==> src/rtl/ui_pkg.sv <==
// ============================================================================
// Module : ui_pkg
// Brief  : Shared FSM state encoding and debounce counter sizing for ui_control.
// Rev    : 1.0
// ============================================================================
`default_nettype none

package ui_pkg;

    typedef enum logic [1:0] {
        S_IDLE  = 2'd0,
        S_LOAD  = 2'd1,
        S_START = 2'd2,
        S_WAIT  = 2'd3
    } state_t;

    localparam int DEBOUNCE_CYCLES_DEF = 16;
    localparam int DBNC_W              = $clog2(DEBOUNCE_CYCLES_DEF + 1);

    // Counter width able to hold 0..cycles.
    function automatic int dbnc_width(input int cycles);
        return $clog2(cycles + 1);
    endfunction

endpackage

`default_nettype wire

==> src/rtl/ui_key_edge.sv <==
// ============================================================================
// Module : ui_key_edge
// Brief  : Optional key debounce (UI_CTRL_DEBOUNCE_EN) followed by a rising-edge
//          detector producing a combinational single-cycle rise indication.
// Rev    : 1.0
// ============================================================================
`default_nettype none

module ui_key_edge
    import ui_pkg::*;
#(
    parameter int DEBOUNCE_CYCLES = 16,
    parameter int CNT_W           = DBNC_W
) (
    input  logic i_clk,
    input  logic i_reset,
    input  logic i_key,
    output logic o_rise
);

    logic w_level;
    logic r_prev;

`ifdef UI_CTRL_DEBOUNCE_EN
    localparam logic [CNT_W-1:0] C_CNT_LAST = CNT_W'(DEBOUNCE_CYCLES - 1);

    logic             r_level;
    logic [CNT_W-1:0] r_cnt;

    // Filtered level flips only after DEBOUNCE_CYCLES consecutive mismatching samples.
    always_ff @(posedge i_clk) begin
        if (i_reset) begin
            r_level <= 1'b0;
            r_cnt   <= '0;
        end else if (i_key != r_level) begin
            if (r_cnt == C_CNT_LAST) begin
                r_level <= i_key;
                r_cnt   <= '0;
            end else begin
                r_cnt   <= r_cnt + 1'b1;
            end
        end else begin
            r_cnt <= '0;
        end
    end

    assign w_level = r_level;
`else
    assign w_level = i_key;
`endif

    always_ff @(posedge i_clk) begin
        if (i_reset) begin
            r_prev <= 1'b0;
        end else begin
            r_prev <= w_level;
        end
    end

    assign o_rise = w_level & ~r_prev;

endmodule

`default_nettype wire

==> src/rtl/ui_control.sv <==
// ============================================================================
// Module : ui_control
// Brief  : Key-to-strobe sequencer for the UI register bank and line drawer.
//          Optional key debounce enabled by defining UI_CTRL_DEBOUNCE_EN.
// Rev    : 1.0
// ============================================================================
`default_nettype none

module ui_control
    import ui_pkg::*;
#(
    parameter int DEBOUNCE_CYCLES = 16
) (
    input  logic i_clk,
    input  logic i_reset,
    input  logic i_key_setx,
    input  logic i_key_sety,
    input  logic i_key_setcol,
    input  logic i_key_go,
    input  logic i_done,
    output logic o_setx,
    output logic o_sety,
    output logic o_setcol,
    output logic o_reg_ld,
    output logic o_start,
    output logic o_busy,
    output logic o_first
);

    localparam int C_CNT_W = dbnc_width(DEBOUNCE_CYCLES);

    logic   w_rise_x, w_rise_y, w_rise_c, w_rise_go;
    logic   w_take_set;
    state_t r_state, w_state_nxt;
    logic   r_first, r_setx, r_sety, r_setcol;

    ui_key_edge #(.DEBOUNCE_CYCLES(DEBOUNCE_CYCLES), .CNT_W(C_CNT_W)) u_edge_x (
        .i_clk(i_clk), .i_reset(i_reset), .i_key(i_key_setx),   .o_rise(w_rise_x)
    );
    ui_key_edge #(.DEBOUNCE_CYCLES(DEBOUNCE_CYCLES), .CNT_W(C_CNT_W)) u_edge_y (
        .i_clk(i_clk), .i_reset(i_reset), .i_key(i_key_sety),   .o_rise(w_rise_y)
    );
    ui_key_edge #(.DEBOUNCE_CYCLES(DEBOUNCE_CYCLES), .CNT_W(C_CNT_W)) u_edge_c (
        .i_clk(i_clk), .i_reset(i_reset), .i_key(i_key_setcol), .o_rise(w_rise_c)
    );
    ui_key_edge #(.DEBOUNCE_CYCLES(DEBOUNCE_CYCLES), .CNT_W(C_CNT_W)) u_edge_go (
        .i_clk(i_clk), .i_reset(i_reset), .i_key(i_key_go),     .o_rise(w_rise_go)
    );

    always_ff @(posedge i_clk) begin
        if (i_reset) begin
            r_state <= S_IDLE;
        end else begin
            r_state <= w_state_nxt;
        end
    end

    always_comb begin
        w_state_nxt = r_state;
        case (r_state)
            S_IDLE:  if (w_rise_go) w_state_nxt = S_LOAD;
            S_LOAD:  w_state_nxt = r_first ? S_IDLE : S_START;
            S_START: w_state_nxt = S_WAIT;
            S_WAIT:  if (i_done) w_state_nxt = S_IDLE;
            default: w_state_nxt = S_IDLE;
        endcase
    end

    // GO beats any set edge; set edges share one bus, so only the winner fires.
    assign w_take_set = (r_state == S_IDLE) && !w_rise_go;

    always_ff @(posedge i_clk) begin
        if (i_reset) begin
            r_first  <= 1'b1;
            r_setx   <= 1'b0;
            r_sety   <= 1'b0;
            r_setcol <= 1'b0;
        end else begin
            if (r_state == S_LOAD) r_first <= 1'b0;
            r_setx   <= w_take_set && w_rise_x;
            r_sety   <= w_take_set && w_rise_y && !w_rise_x;
            r_setcol <= w_take_set && w_rise_c && !w_rise_x && !w_rise_y;
        end
    end

    assign o_setx   = r_setx;
    assign o_sety   = r_sety;
    assign o_setcol = r_setcol;
    assign o_reg_ld = (r_state == S_LOAD);
    assign o_start  = (r_state == S_START);
    assign o_busy   = (r_state != S_IDLE);
    assign o_first  = r_first;

endmodule

`default_nettype wire

==> config.mk <==
export PLATFORM = sky130hd
export DESIGN_NAME = ui_control
export DESIGN_NICKNAME = d
export VERILOG_FILES = /design/src/rtl/ui_pkg.sv /design/src/rtl/ui_key_edge.sv /design/src/rtl/ui_control.sv
export SDC_FILE = /design/constraint.sdc
export NUM_CORES = 1
export LEC_CHECK = 0
export ABC_AREA = 1
export BUFFER_PORTS_ARGS = -buffer_cell sky130_fd_sc_hd__buf_4
export CORE_AREA = 4 4 41 43
export DETAILED_ROUTE_END_ITERATION = 10
export DIE_AREA = 0 0 45 47
export HOLD_SLACK_MARGIN = 0.1
export PLACE_DENSITY = 0.52
export SKIP_CTS_REPAIR_TIMING = 1
export SYNTH_ARGS = -nofsm -noshare
export SYNTH_HDL_FRONTEND = slang
export SYNTH_SLANG_ARGS = --single-unit
==> constraint.sdc <==
create_clock -name i_clk -period 1.8 [get_ports i_clk]
set_clock_uncertainty 0.15 [all_clocks]
set_input_delay 0.36 -clock i_clk [delete_from_list [all_inputs] [get_ports i_clk]]
set_output_delay 0.36 -clock i_clk [all_outputs]
set_load 0.005 [all_outputs]
Word-level counts from Yosys, hierarchy flattened:

Cells that the tools add are included.

* bitwise logic cells: 8
* reduce and logical (&&, ||, !) cells: 13
* eq/ne operators: 5
* mux-type cells: 4

Operators with widths (number)
* case mux 2 bit (4 select lines): 1
* logical AND 1 bit: 7
* two-way mux 2 bit: 3
* bitwise AND 1 bit: 4
* == test 2 bit (second input constant): 2
* != test 2 bit (second input constant): 2
* NOT 1 bit: 4
* logical NOT 1 bit: 3
* == test 2 x 1 -> 1 bit (second input constant): 1
* logical NOT 2 bit: 1
* AND reduction 2 bit: 1
* nonzero test 2 bit: 1

* output and inout bits: 7
* register bits after elaboration: 10
* logic and storage cells: 39

Depth between registers and ports, before layout:

* word-level depth: 7
* mapped depth: 5
* gate-level depth less buffers: 5

Hierarchy:

From an unflattened synthesis, not the netlist that was laid out.

* cell total of the unflattened synthesis: 44
* area total of the unflattened synthesis: 346.6 µm²

By module, submodules not included
* ui_control: area an instance 221.5 µm², cells each 28, instances 1
* ui_key_edge: area an instance 31.3 µm², cells each 4, instances 4

Worst setup path before layout:

OpenSTA, ideal clock, no wires.

* path type: flip-flop to output port
* start point: register (tool-made name)
* end point: output port o_start
* buffers on the path: 0
* data required time: 1290 ps
* stages on the path, launching flop included: 3
* setup slack: 758 ps
* arrival: 532 ps
* path through: dfxtp_1 -> inv_1 -> nor2_1

RTL lines
* end: declaration: line ui_control.sv:25 `output logic o_start,`

==> reports/metrics.csv <==
metric,value,unit
status,completed,
switch share,22.0,%
htree depth,1,
FP Rows,13,
final net count,71,
Mapped Cells,46,
Leak Pwr,0.259,nW
share of cells above drive strength 1,33.9,%
Ports,14,
GP Congestion,0.687,
syn nets,53,
crit path kind,reg2out,
Peak VDD IR,0.430,mV
sequential area share after synthesis,55.6,%
fin crit share,79.6,%
Yosys reg bits,10,
WP data required,1290,ps
WL/cell,8.06,um
unrepaired setup endpoints after global routing,no,
P_int,0.337,mW
Hold Path Class,in2reg,
Slew HR,84.4,%
DR vias/cell,3.99,
CTS tree,built,
Net Sw Power,0.0947,mW
Final Total Pwr,0.431,mW
Final setup viols,0,
P per Cell Area,864,nW/um^2
clock latency on the worst-skew pair,250,ps
part of the power in registers,55.1,%
Comb pwr share,12.2,%
grt ovf,0,
Antenna Nets Post-Route,0,
GRT Resource Usage Total,7.61,%
"Reg clk slew, reported paths",60,ps
final WL,621,um
clock share of power,32.7,%
DP Wirelength,513,um
fill count,148,
CTS Sinks,10,
largest fanout on the critical path,4,
Max-Cap Viols,0,
Clock Tree Root,clkbuf_4,
Slew Limit Fails,0,
clk buf depth,2,
Die Area,2120,um^2
total core area,1300,um^2
Final Util,38.4,%
vias in the first global route,293,
# DRC,0,
YS warnings,0,
Initial Util,27.7,%
area grow syn2layout,38.5,%
Critical Path Sink Type,primary output,
global-route wire length before repair,1080,um
vias,307,
antenna cells,0,
Achievable Freq,0.698,GHz
fin crit period,1430,ps
final setup TNS,0,ps
post-synth cell types,13,
largest net degree at the start of global routing,7,
most frequent cells in the layout,"buf_4, nor2_1, dfxtp_1",
"commonest non-fill, non-tap cell in the layout",buf_4,
worst slew pin tran,232,ps
Synth Area per Inst,7.83,um^2
drt first-iter violations,3,
Startpoint Class,flip-flop,
mapped cell area,360,um^2
final hold vios,0,
WP data arrival,920,ps
chip width,45,um
IO buf count,13,
initial antenna violation count,0,
Die Y,47,um
CTS Buf Count,3,
First-pass DRT Iterations,3,
-- layer usage --
layer / wire length [um] / share of wire (%) / global-route usage, % / vias to the layer above
met4: 16 / 2.6 / 7.02 / 0
met3: 69 / 11 / 5.36 / 2
met1: 262 / 42 / 7.59 / 125
met5: 0 / 0 / 0 / -
li1: - / - / - / 169
met2: 272 / 44 / 10.5 / 11
-- flip-flops by register name, indices dropped and copies added (netlist names), named ones only --
signal            cells
o_first               1
o_setcol              1
o_setx                1
o_sety                1
r_state               1
u_edge_c.r_prev       1
u_edge_go.r_prev      1
u_edge_x.r_prev       1
u_edge_y.r_prev       1
-- cell type report --
type                            count  area [um^2]  area share (%)
Sequential cell                    10          200            40.1
Multi-Input combinational cell     26          123            24.6
Timing Repair Buffer               13         97.6            19.5
Inverter                           10         37.5            7.52
Clock buffer                        3         22.5            4.51
Tap cell                           15         18.8            3.76
-- cell usage after synthesis (all sizes together) --
| library cell | count | area share [%] |
|---|---|---|
| nor2 | 12 | 15 |
| nand2 | 7 | 8.0 |
| nand3b | 1 | 2.1 |
| a21oi | 3 | 5.2 |
| inv | 10 | 10 |
| o21ai | 2 | 2.8 |
| nand3 | 1 | 1.4 |
| dfxtp | 10 | 56 |
-- through the flow --
step           setup WS, ps  hold WS [ps]  std cells  cell area [um^2]
5_1_grt                 286           144         77               499
3_5_place_dp            637           312         74               477
6_report                367           151         77               499
3_3_place_gp            621           310         74               477
2_1_floorplan           758           272         46               360
4_1_cts                 348           142         77               499
-- worst max-delay path: stages, from the launching register on --
cell and delay [ps]:
dfxtp_1 350, nor2_1 140, inv_1 50, buf_4 130
-- path summary, 6_finish.rpt --
path / startpoint / endpoint / slack, ps / depth (start not counted)
max: flip-flop / o_busy / 370 / 3
min: i_key_setcol / u_edge_c.r_prev / 150 / 3
max reg2reg: flip-flop / o_setcol / 820 / 3
min reg2reg: u_edge_c.r_prev / o_setcol / 330 / 3
-- power groups by stage --
stage | Combinational (mW) | Clock, mW | Sequential [mW]
final | 0.0526 | 0.141 | 0.238
after global routing | 0.0603 | 0.162 | 0.239
after CTS | 0.0540 | 0.151 | 0.238
after detailed placement | 0.0535 | 0 | 0.243
after global placement | 0.0537 | 0 | 0.243
after floorplan | 0.0243 | 0 | 0.243
-- cells by family (layout without fill, tap and decap cells) --
family / after synthesis / count (layout) / share of synthesized area, %
AOI/OAI and AO/OA: 5 / 5 / 7.98
buffers and inverters: 10 / 26 / 10.4
DFF: 10 / 10 / 55.6
and+or+nand+nor: 21 / 21 / 26.0
Power figures use the tool's default switching activity.
